--- config.mk ---
export PLATFORM = sky130hd
export DESIGN_NAME = hdlverifier_jtag_cmd_decoder
export DESIGN_NICKNAME = d
export VERILOG_FILES = /design/src/rtl/hdlverifier_jtag_cmd_decoder.sv
export SDC_FILE = /design/constraint.sdc
export NUM_CORES = 1
export LEC_CHECK = 0
export BUFFER_PORTS_ARGS = -buffer_cell sky130_fd_sc_hd__buf_2
export CAP_MARGIN = 40
export CORE_ASPECT_RATIO = 0.6
export CORE_UTILIZATION = 50
export DETAILED_ROUTE_END_ITERATION = 7
export GPL_ROUTABILITY_DRIVEN = 0
export GPL_TIMING_DRIVEN = 0
export PLACE_DENSITY = 0.76
export SLEW_MARGIN = 40
export SYNTH_ARGS = -nofsm -noshare
export SYNTH_HDL_FRONTEND = slang
export SYNTH_SLANG_ARGS = --single-unit
export TNS_END_PERCENT = 30
--- constraint.sdc ---
create_clock -name tck -period 1.3 [get_ports tck]
set_input_delay 0.13 -clock tck [delete_from_list [all_inputs] [get_ports tck]]
set_output_delay 0.13 -clock tck [all_outputs]
set_load 0.01 [all_outputs]
--- src/rtl/hdlverifier_jtag_cmd_decoder.sv ---
// JTAG user-DR command decoder: shifts a {wr, addr, data} frame in on TCK and
// turns each Update-DR into a single register-bank write or a 3-edge read.
module hdlverifier_jtag_cmd_decoder #(
  parameter int unsigned ADDR_W = 5,
  parameter int unsigned DATA_W = 32
) (
  input  logic              tck,
  input  logic              reset_n,
  input  logic              sel,
  input  logic              capture,
  input  logic              shift,
  input  logic              update,
  input  logic              tdi,
  output logic              tdo,
  output logic [ADDR_W-1:0] addr,
  output logic [DATA_W-1:0] wdata,
  output logic              write,
  input  logic [DATA_W-1:0] rdata,
  output logic              busy,
  output logic              cmd_err
);

  localparam int unsigned FRAME_W = 1 + ADDR_W + DATA_W;

  typedef enum logic [1:0] {
    IDLE     = 2'd0,
    WR       = 2'd1,
    RD_WAIT  = 2'd2,
    RD_LATCH = 2'd3
  } state_e;

  state_e              state_q, state_d;
  logic [FRAME_W-1:0]  sr_q, sr_d;
  logic [ADDR_W-1:0]   addr_q, addr_d;
  logic [DATA_W-1:0]   wdata_q, wdata_d;
  logic [DATA_W-1:0]   read_hold_q, read_hold_d;
  logic                write_q, write_d;
  logic                cmd_err_q, cmd_err_d;
  logic                upd;

  assign upd = sel & update;

  // State and datapath registers
  always_ff @(posedge tck) begin
    if (!reset_n) begin
      state_q     <= IDLE;
      sr_q        <= '0;
      addr_q      <= '0;
      wdata_q     <= '0;
      read_hold_q <= '0;
      write_q     <= 1'b0;
      cmd_err_q   <= 1'b0;
    end else begin
      state_q     <= state_d;
      sr_q        <= sr_d;
      addr_q      <= addr_d;
      wdata_q     <= wdata_d;
      read_hold_q <= read_hold_d;
      write_q     <= write_d;
      cmd_err_q   <= cmd_err_d;
    end
  end

  // Shift register, command FSM and register-bank handshake
  always_comb begin
    state_d     = state_q;
    sr_d        = sr_q;
    addr_d      = addr_q;
    wdata_d     = wdata_q;
    read_hold_d = read_hold_q;
    write_d     = 1'b0;
    cmd_err_d   = cmd_err_q;

    // Capture wins over shift; both see the pre-latch read_hold
    if (sel && capture) begin
      sr_d = {1'b0, addr_q, read_hold_q};
    end else if (sel && shift) begin
      sr_d = {tdi, sr_q[FRAME_W-1:1]};
    end

    unique case (state_q)
      IDLE: begin
        if (upd) begin
          addr_d = sr_q[DATA_W +: ADDR_W];
          if (sr_q[FRAME_W-1]) begin
            wdata_d = sr_q[DATA_W-1:0];
            write_d = 1'b1;
            state_d = WR;
          end else begin
            state_d = RD_WAIT;
          end
        end
      end
      WR: begin
        state_d = IDLE;
        if (upd) cmd_err_d = 1'b1;
      end
      RD_WAIT: begin
        state_d = RD_LATCH;
        if (upd) cmd_err_d = 1'b1;
      end
      RD_LATCH: begin
        read_hold_d = rdata;
        state_d     = IDLE;
        if (upd) cmd_err_d = 1'b1;
      end
      default: state_d = IDLE;
    endcase
  end

  assign tdo     = sr_q[0];
  assign addr    = addr_q;
  assign wdata   = wdata_q;
  assign write   = write_q;
  assign busy    = (state_q != IDLE);
  assign cmd_err = cmd_err_q;

endmodule

* Word level (Yosys, flattened, before mapping)
Cells that the tools add are included.
** Word-level totals
- Logic and storage cells :: 32
- Bits of input ports :: 39
- Flip-flop bits (word level) :: 111
- Output and inout port bits :: 41
** Cells by class
- Reductions and logical operators :: 12
- Muxes and demuxes :: 6
- Bitwise operators :: 2
- Equality and inequality tests :: 4
** Operators by type and width (count)
- 37-bit two-way mux :: 2
- 2-bit one-hot mux with 3 select lines :: 1
- 3-bit AND reduction :: 2
- 2-bit == test, second input constant :: 2
- 2-bit two-way mux :: 2
- 2-bit AND reduction :: 2
- 2-bit nonzero test :: 2
- 2-bit OR reduction :: 2
- 3-bit OR reduction :: 1
- 2-bit by 1-bit == test with 1-bit output, second input constant :: 1
- 1-bit logical AND :: 2
- 2-bit zero test :: 1
- 2-bit != test, second input constant :: 1
- 1-bit AND :: 1
- 1-bit two-way mux :: 1
- 1-bit NOT :: 1

* Depth between registers and ports, before layout
- Depth in word-level cells :: 3
- Gate-level depth with buffers :: 7
- Depth with buffers taken out :: 3

* Worst setup path after synthesis
OpenSTA, ideal clock, no wires.
- Kind :: reg2reg
- From :: register state_q[1]
- To :: register wdata_q[10], in the netlist wdata[10]
- Period minus slack after synthesis :: 1.401 ns
- Data required time :: 1.228 ns
- Path buffers :: 3
- Stages on the path, launching flop included :: 7
- Path slack :: -0.101 ns
- Setup time :: 0.072 ns
- Arrival time :: 1.329 ns
- Path through :: dfxtp_1 > nor4bb_4 > buf_6 > and2_4 > buf_12 > buf_12 > mux2i_1
** On the way
- Cells in the longest elaborated chain, start to end :: 2
** Ends and longest elaborated chain
- from (decl) :: line 32 : state_e state_q, state_d;
- from (signal assigned) :: line 54 : state_q <= state_d;
- 2-bit zero test :: line 81 : unique case (state_q)
- 3-bit AND reduction (no source line)
- to (signal assigned) :: line 57 : wdata_q <= wdata_d;
- to (decl) :: line 35 : logic [DATA_W-1:0] wdata_q, wdata_d;
Every way passes these cells.
A chain may end at the register's enable or synchronous reset.

* Worst setup path in the final report
- From :: register state_q[1]
- To :: register wdata_q[12], in the netlist wdata[12]
Same word-level chain as after synthesis.

==> flow_summary.ini <==
[run_status]
status = finished with violations
violations = negative setup slack

[timing]
drv_slew = 0
period_share_pct = 114
tightest_slew_ns = 0.558
hold_violations = 0
max_freq_mhz = 675
slew_headroom_pct = 62.8
rsz0062_at_grt = yes
holdWs_ns = 0.0124
fin_crit_ns = 1.48
setup_slack_ns = -0.181
skew_ns = 0.0116
setup_viol = 38

[cts]
cts_htree_levels = 3
clock_latency_ns = 0.35
cts_tree = yes
cts-buffers-inserted = 9
clk_path_buf_depth = 2
clkSinkCount = 111
clk_pin_slew_ns = 0.07
root_buffer = clkbuf_16

[min_path]
hold_depth = 3
hold_class = in2reg
hold_start = rdata[27]

[yosys]
synth_nets = 525
synth-seq-cells = 111
yosysSeqAreaShare_pct = 49.6
synth_warnings = 0
yosysUniqueCellTypes = 24
synth_area_per_cell_sq_um = 9.22
syn-instance-count = 486
syn-cell-area_sq_um = 4480

[route]
vias_per_cell = 5.23
wl_per_cell_microns = 15.0
drc_errors = 0
via_count = 3635
drt_iter0_drc = 188
drt_wl_total_mm = 10.4
dr.pass1.iters = 4
ant_nets = 0

[final_layout]
n_fill_cell = 742
fin_nets = 618
fin_cells = 695
area_delta_synth_final_pct = 20.8
antennaDiodeCount = 0
drive_gt1_share_pct = 20.6

[setup_path]
start_kind = flop
critPathMaxFanout = 6
crit_slowest_cell = dfxtp_4
ff2ff_setup_slack_ns = -0.18
slowest_delay_ns = 0.35
worstSetupStartpoint = state_q[1]
crit_arrival_ns = 1.75
crit_chain = nor4bb_4 > buf_6 > and2_4 > buf_12 > buf_12 > mux2i_4
reg2reg_depth = 6
cp-end-kind = flop
crit_type = reg2reg
worst_r2r_startpoint = state_q[1]
cpMostUsedCell = buf_12
critPathRequiredTime_ns = 1.57

[global_routing]
grt_max_degree = 17
track_usage_pct = 24.1
grt_pass1_wl_mm = 16.8
antenna_found_initial = 0
overflow = 0
grt_pass1_vias = 3426

[placement]
post-place-ws_ns = -0.366
portBuffers = 76
post-place-cells = 674
hpwl_mm = 7.52

[floorplan]
die_h_microns = 75.3
die-area_sq_um = 9350
ios = 80
num_rows = 26
dieWidth_microns = 124
core_area_sq_um = 8590
start_util_pct = 52.2

[job]
max-cap-violations = 0

[power]
leakage_nw = 2.24
total_power_mw = 6.91
powerDensity_nw_per_um2 = 1280
irDropWorstVdd_v = 0.000652
[sequential cells by signal (all words and copies together), names as in the netlist]
signal       flops
read_hold_q     32
sr_q            38
state_q          2
addr             5
cmd_err          1
write            1
wdata           32
[critical path: cells and delay by family, from the launching register on]
kind / cells / cell delay (ns)
muxes: 1 / 0.22
and+or+nand+nor: 2 / 0.42
DFF: 1 / 0.35
buffers and inverters: 3 / 0.40
[cells in the mapped netlist, drive strengths merged]
cell | count | area [sq um]
or2 | 1 | 6.26
nor4bb | 1 | 25.0
nand2 | 132 | 498
buf | 15 | 148
mux2i | 74 | 741
and3 | 1 | 6.26
dfxtp | 111 | 2220
nand2b | 2 | 12.5
o21a | 1 | 7.51
o21ai | 38 | 190
inv | 1 | 3.75
a21boi | 34 | 255
a31oi | 1 | 6.26
clkbuf | 26 | 97.6
a21oi | 37 | 185
or2b | 1 | 7.51
nor2b | 6 | 37.5
and2 | 3 | 21.3
nand4b | 1 | 8.76
[metal layers]
layer  vias up  track usage, %  wire, microns
met4         0            9.52            129
li1       1818               -              -
met3        16            5.61            591
met5         -               0              0
met1      1708            33.2           5260
met2        93            37.1           4460
[stage by stage]
| stage | cell area [sq um] | util (%) | setup TNS [ns] |
|---|---|---|---|
| final | 5410 | 63.0 | -4.37 |
| after global routing | 5410 | 63.0 | -6.91 |
| after CTS | 5400 | 62.9 | -4.60 |
| after detailed placement | 5000 | 58.2 | -13.32 |
| after global placement | 5000 | 58.2 | -9.35 |
| after floorplan | 4480 | - | -2.59 |
[placed cells by master, fill, tap and decap left out, types with 3 or more instances in the layout]
cell / netlist / final
o21ai_0: 38 / 38
a21oi_1: 37 / 37
buf_12: 4 / 4
nand2_1: 131 / 131
buf_2: 9 / 84
clkbuf_16: 0 / 9
clkbuf_1: 26 / 24
dfxtp_1: 111 / 109
a21boi_1: 30 / 32
buf_6: 2 / 3
mux2i_1: 74 / 73
buf_4: 0 / 8
nor2b_1: 6 / 6
[kinds of logic (layout without fill, tap and decap cells)]
group / after synthesis / in the layout / share of synthesized area, %
AOI/OAI and AO/OA: 111 / 111 / 14.4
muxes: 74 / 74 / 16.5
buffers and inverters: 42 / 139 / 5.56
DFF: 111 / 111 / 49.6
and+or+nand+nor: 148 / 148 / 13.9
[final cells by class]
class	count	area (sq um)	share of cell area (%)
sequential	111	2230	41.2
multi-input combinational	333	2020	37.4
timing repair buffer	82	454	8.40
clock buffer	13	260	4.81
buffer	41	260	4.81
tap	112	140	2.59
clock inverter	2	38.8	0.717
inverter	1	3.75	0.0694
[final timing paths]
kind                                   endpoint
worst max-delay path                  wdata[12]
worst min-delay path            read_hold_q[27]
worst max register to register        wdata[12]
worst min register to register  read_hold_q[20]
[power by group]
group          total (mW)  switching, mW  internal, mW
sequential           3.59         0.0847          3.50
clock                2.77           1.18          1.60
combinational       0.546          0.304         0.242
total                6.91           1.57          5.34
[timing repair]
item	in CTS	in global routing
cloned	1	0
hold endpoints to repair	2	0
setup endpoints to repair	63	53
pin swaps	2	0
buffers inserted	4	0
hold buffers	1	0
gates resized for setup	14	9
(Power assumes the default switching activity.)
